## src/rtl/noc_inject_arbiter.sv

```systemverilog
// Round-robin NoC injection arbiter with a one-entry hold per port; capture-to-write latency is one cycle.
// Issues only when the NoC can take a packet (full, or almost_full after a write); optional NOC_ARB_STALL_CNT_EN stall counter.
module noc_inject_arbiter #(
  parameter int WIDTH   = 12,
  parameter int NUM_REQ = 4,
  parameter int PTR_W   = 2
) (
  input  logic                     clk,
  input  logic                     reset,
  input  logic [NUM_REQ-1:0]       req_valid,
  input  logic [NUM_REQ*WIDTH-1:0] req_data,
  output logic [NUM_REQ-1:0]       req_ready,
  input  logic                     full,
  input  logic                     almost_full,
  output logic [WIDTH-1:0]         dataOut,
  output logic                     write,
  output logic [PTR_W-1:0]         grant_id,
  output logic                     busy
`ifdef NOC_ARB_STALL_CNT_EN
  ,
  input  logic                     stall_clr,
  output logic [15:0]              stall_cnt
`endif
);

  typedef enum logic [1:0] {IDLE, ISSUE, WAIT} state_t;

  state_t             state, state_nxt;
  logic [NUM_REQ-1:0] hold_vld;
  logic [WIDTH-1:1]   hold_data [NUM_REQ];
  logic [PTR_W-1:0]   rr_ptr;
  logic [PTR_W-1:0]   k;
  logic [PTR_W-1:0]   idx;
  logic               any_vld;
  logic               can_send;
  logic               grant;
  logic [NUM_REQ-1:0] unused_vbit;

  assign req_ready = ~hold_vld;
  assign busy      = any_vld;

  always_comb begin
    any_vld  = |hold_vld;
    can_send = write ? ~almost_full : ~full;
    grant    = can_send & any_vld;
    k        = rr_ptr;
    idx      = '0;
    // Scan from the far end so the entry closest to rr_ptr wins.
    for (int off = NUM_REQ - 1; off >= 0; off--) begin
      idx = PTR_W'((int'(rr_ptr) + off) % NUM_REQ);
      if (hold_vld[idx]) k = idx;
    end
  end

  // The incoming valid bit is never stored; the issued packet forces bit 0 high.
  always_comb begin
    unused_vbit = '0;
    for (int i = 0; i < NUM_REQ; i++) unused_vbit[i] = req_data[i*WIDTH];
  end

  always_ff @(posedge clk) begin
    if (reset) begin
      hold_vld <= '0;
      rr_ptr   <= '0;
      write    <= 1'b0;
      dataOut  <= '0;
      grant_id <= '0;
    end else begin
      for (int i = 0; i < NUM_REQ; i++) begin
        if (grant && k == PTR_W'(i))
          hold_vld[i] <= 1'b0;
        else if (req_valid[i] && !hold_vld[i])
          hold_vld[i] <= 1'b1;
      end
      write <= grant;
      if (grant) begin
        dataOut  <= {hold_data[k], 1'b1};
        grant_id <= k;
        rr_ptr   <= (k == PTR_W'(NUM_REQ - 1)) ? '0 : k + PTR_W'(1);
      end
    end
  end

  always_ff @(posedge clk) begin
    for (int i = 0; i < NUM_REQ; i++)
      if (req_valid[i] && !hold_vld[i])
        hold_data[i] <= req_data[i*WIDTH+1 +: WIDTH-1];
  end

  always_ff @(posedge clk) begin
    if (reset) state <= IDLE;
    else       state <= state_nxt;
  end

  always_comb begin
    state_nxt = state;
    case (state)
      IDLE: begin
        if (grant)                     state_nxt = ISSUE;
        else if (any_vld && !can_send) state_nxt = WAIT;
      end
      ISSUE: begin
        if (grant)                     state_nxt = ISSUE;
        else if (any_vld && !can_send) state_nxt = WAIT;
        else                           state_nxt = IDLE;
      end
      WAIT: begin
        if (grant)         state_nxt = ISSUE;
        else if (!any_vld) state_nxt = IDLE;
      end
      default: state_nxt = IDLE;
    endcase
  end

`ifdef NOC_ARB_STALL_CNT_EN
  always_ff @(posedge clk) begin
    if (reset || stall_clr)
      stall_cnt <= '0;
    else if (state == WAIT && stall_cnt != 16'hFFFF)
      stall_cnt <= stall_cnt + 16'd1;
  end
`endif

endmodule

```

## config.mk

```make
export PLATFORM = sky130hd
export DESIGN_NAME = noc_inject_arbiter
export DESIGN_NICKNAME = d
export VERILOG_FILES = /design/src/rtl/noc_inject_arbiter.sv
export SDC_FILE = /design/constraint.sdc
export NUM_CORES = 1
export LEC_CHECK = 0
export ABC_CLOCK_PERIOD_IN_PS = 1900
export CAP_MARGIN = 20
export CORE_MARGIN = 2
export CORE_UTILIZATION = 40
export CTS_BUF_LIST = sky130_fd_sc_hd__clkbuf_8
export DETAILED_ROUTE_END_ITERATION = 8
export PLACE_DENSITY = 0.72
export SYNTH_ARGS = -nofsm -noshare
export SYNTH_HDL_FRONTEND = slang
export SYNTH_SLANG_ARGS = --single-unit
export TNS_END_PERCENT = 10
```

## constraint.sdc

```tcl
create_clock -name clk -period 1.9 [get_ports clk]
set_clock_uncertainty 0.05 [all_clocks]
set_input_delay 0.285 -clock clk [delete_from_list [all_inputs] [get_ports clk]]
set_output_delay 0.285 -clock clk [all_outputs]
set_load 0.005 [all_outputs]
```

==> impl_metrics.toml <==
[setup_path]
r2r_start = "hold_vld[0]$_SDFFE_PP0P_"
path_buf_inv = 1
worst_ep_required_time_ps = 1560
crit_end = "busy"
slowest_stage = "clkdlybuf4s50_1"
cp.depth = 3
timing.rr.end = "dataOut[11]$_SDFFE_PP0P_"
crit_chain = "nor2_2, nand2_1, clkdlybuf4s50_1"
cpPeakStageDelay_ps = 510
critPathLaunch = "hold_vld[3]$_SDFFE_PP0P_"
critPathLaunchType = "register"
path_class = "register to output port"
reg2reg_depth = 6
crit_family = "buffers and inverters"
rrSetupSlack_ps = 100
end_kind = "output port"
cp_data_arrival_time_ps = 1470
crit_fanout = 6

[floorplanning]
core_mm2 = 0.00628
die_h_um = 84.3
die-area_mm2 = 0.00711
rows = 29
chipWidth_um = 84.3
ioPinCount = 76
initial_utilization_pct = 41.1

[cells_and_area]
nets = 313
fin_area_mm2 = 0.00368
layout-area-overhead-vs-synth_pct = 42.7
layout-drive-gt1-share_pct = 16.4
diodes = 0
fin_cells = 339
n_fill_cell = 506

[sta]
tightest_slew_ps = 272
hold_violations = 0
setup_viol = 0
holdWs_ps = 412
period_share_pct = 95.3
slew_viol_final = 0
fmax_mhz = 552
fin_tns_setup_ps = 0
rsz0062_at_grt = "no"
min_period_ps = 1810
slew_headroom_pct = 81.9

[power]
peakVddDrop_mv = 0.625
power_density_mw_per_mm2 = 1110
netSwitchingPower_w = 0.00103
power_frac_seq_pct = 43.3
p_sw_share_pct = 25.2
p_int_w = 0.00305
leakagePower_nw = 1.31
combPwrFrac_pct = 22.4
pwr-share-clk_pct = 34.4

[global_routing]
grt_max_degree = 20
grt.overflow.total = 0
track_usage_pct = 16.0
grt_pass1_wl_um = 8540
antenna_found_initial = 0
grt_pass1_vias = 1754

[clock_tree]
htreeDepth = 3
clk_pin_slew_ps = 70
cts_tree = "yes"
cts-root-buf = "clkbuf_8"
clk_path_buf_depth = 2
insertion_delay_ps = 330
clock-sinks = 65
cts_buffers = 9
post_cts_buffers = 0

[placement]
dp_hpwl_um = 3770
place_congestion = 0.724
io_buffers = 71
placed_area_mm2 = 0.00344
dp.cells = 323

[synthesis]
yosys_warnings = 0
syn_area_per_cell_um2 = 15.0
ys_ff_latch = 65
netlist_area_mm2 = 0.00258
seq_area_frac_synth_pct = 67.5
synth.distinct_cells = 26
synth_fp_nets = 228
syn_inst = 172

[drt]
ant_nets = 0
via_per_inst = 4.93
drt-initial-drc-count = 118
num_vias = 1672
post-route-drc-count = 0
route.final.wire_length_um = 5390
first_pass_iters = 4
post_drt_wl_per_cell_um = 15.9

[flow_run]
timing.max_cap.violations = 0

[min_path]
min_path_type = "register to register"

[status]
status = "finished, final reports clean"
cell families (layout without fill, tap and decap cells):
group	Yosys count	after routing	synth area share [%]
DFF	65	65	67.5
xor gates and xnor gates	1	1	0.339
AOI/OAI and AO/OA	23	23	10.0
buffers and inverters	13	103	3.10
muxes	23	23	8.92
and+or+nand+nor	47	47	10.1
sequential cells by signal, summed over array words and instances, names as in the netlist:
register,count
grant_id,2
hold_data,44
rr_ptr,2
write,1
hold_vld,4
dataOut,12
cell usage in the layout (no fill, tap or decap):
cell type / count
bufinv_16: 3
edfxtp_1: 44
o221ai_2: 10
nor3_1: 3
buf_4: 11
a221oi_4: 1
and2b_1: 2
xnor2_1: 1
clkinvlp_4: 2
nand2_1: 7
o221ai_1: 1
nor2_2: 1
a31oi_2: 1
mux2i_1: 23
nor2b_1: 3
o22ai_1: 1
nand2b_1: 2
a211oi_1: 4
nor3b_1: 1
clkinv_2: 1
dfxtp_1: 21
a21oi_1: 4
nand3b_1: 12
clkbuf_8: 9
clkdlybuf4s50_1: 71
a21oi_4: 1
nor2_1: 13
or3_4: 1
inv_1: 4
buf_12: 1
and2_1: 2
clkinv_4: 1
cell usage after synthesis:
library cell  count  share of area [%]
edfxtp_1         44                 51
mux2i_1          23                8.9
dfxtp_1          21                 16
nor2_1           14                2.0
nand3b_1         12                3.5
o221ai_2         10                5.8
nand2_1           7                1.0
a211oi_1          4                1.2
a21oi_1           4               0.78
buf_6             4                1.7
clkbuf_1          4               0.58
inv_1             4               0.58
nor2b_1           3               0.73
nor3_1            3               0.58
and2_1            2               0.48
and2b_1           2               0.58
nand2b_1          2               0.48
a21oi_4           1               0.63
a221oi_2          1               0.58
a31oi_2           1               0.48
buf_2             1               0.19
nor3b_1           1               0.29
o221ai_1          1               0.34
o22ai_1           1               0.24
or3_4             1               0.44
xnor2_1           1               0.34
repair_timing:
| action | CTS | global route |
|---|---|---|
| hold endpoints to repair | 0 | 0 |
| setup endpoints to repair | 0 | 1 |
| hold buffers | 0 | 0 |
| resized for setup | 0 | 1 |
worst min-delay path, cell delays in order (launching register included):
cell and delay, ps:
dfxtp_1 310, nand2_1 50, a21oi_1 50
power groups by stage:
stage	registers, W	logic [W]	clock network [W]
global route	0.00178	0.000987	0.00149
global placement	0.00179	0.000906	0
detailed placement	0.00179	0.000920	0
finish	0.00176	0.000911	0.00140
CTS	0.00177	0.000924	0.00143
floorplan	0.00178	0.000520	0
stage by stage:
step	util [%]	setup WS (ps)	total power [W]
after floorplan	-	257	0.00230
after global placement	54.8	81.4	0.00270
after detailed placement	54.8	86.3	0.00271
after CTS	58.6	14.1	0.00412
after global routing	58.7	3.39	0.00426
final	58.7	90.0	0.00408
final cells by class:
class | count | area [µm²] | share of cell area, %
flip-flops and latches | 65 | 1740 | 47.3
repair buffers | 83 | 813 | 22.1
multi-input cells | 94 | 773 | 21.0
clock buffers | 9 | 124 | 3.36
clock inverters | 7 | 119 | 3.23
well taps | 77 | 96.3 | 2.62
inverters | 4 | 15.0 | 0.408
how the worst min path moves through the flow:
stage / startpoint / end / slack [ps] / depth (start not counted)
floorplan: req_data[1] / hold_data[0][0]$_DFFE_PP_ / 330 / 0
global placement: grant_id[0]$_SDFFE_PP0P_ / grant_id[0]$_SDFFE_PP0P_ / 400 / 2
detailed placement: grant_id[1]$_SDFFE_PP0P_ / grant_id[1]$_SDFFE_PP0P_ / 400 / 2
CTS: grant_id[1]$_SDFFE_PP0P_ / grant_id[1]$_SDFFE_PP0P_ / 410 / 2
global route: grant_id[1]$_SDFFE_PP0P_ / grant_id[1]$_SDFFE_PP0P_ / 420 / 2
finish: grant_id[1]$_SDFFE_PP0P_ / grant_id[1]$_SDFFE_PP0P_ / 410 / 2
per-layer routing:
metal  vias up  share of wire, %  GRT usage [%]
li1        820                 -              -
met1       786                43           19.8
met2        57                49           26.3
met3         9               6.2           5.01
met4         0               1.7           5.92
met5         -                 0              0
Note: power is estimated with default switching activity, not from simulation.
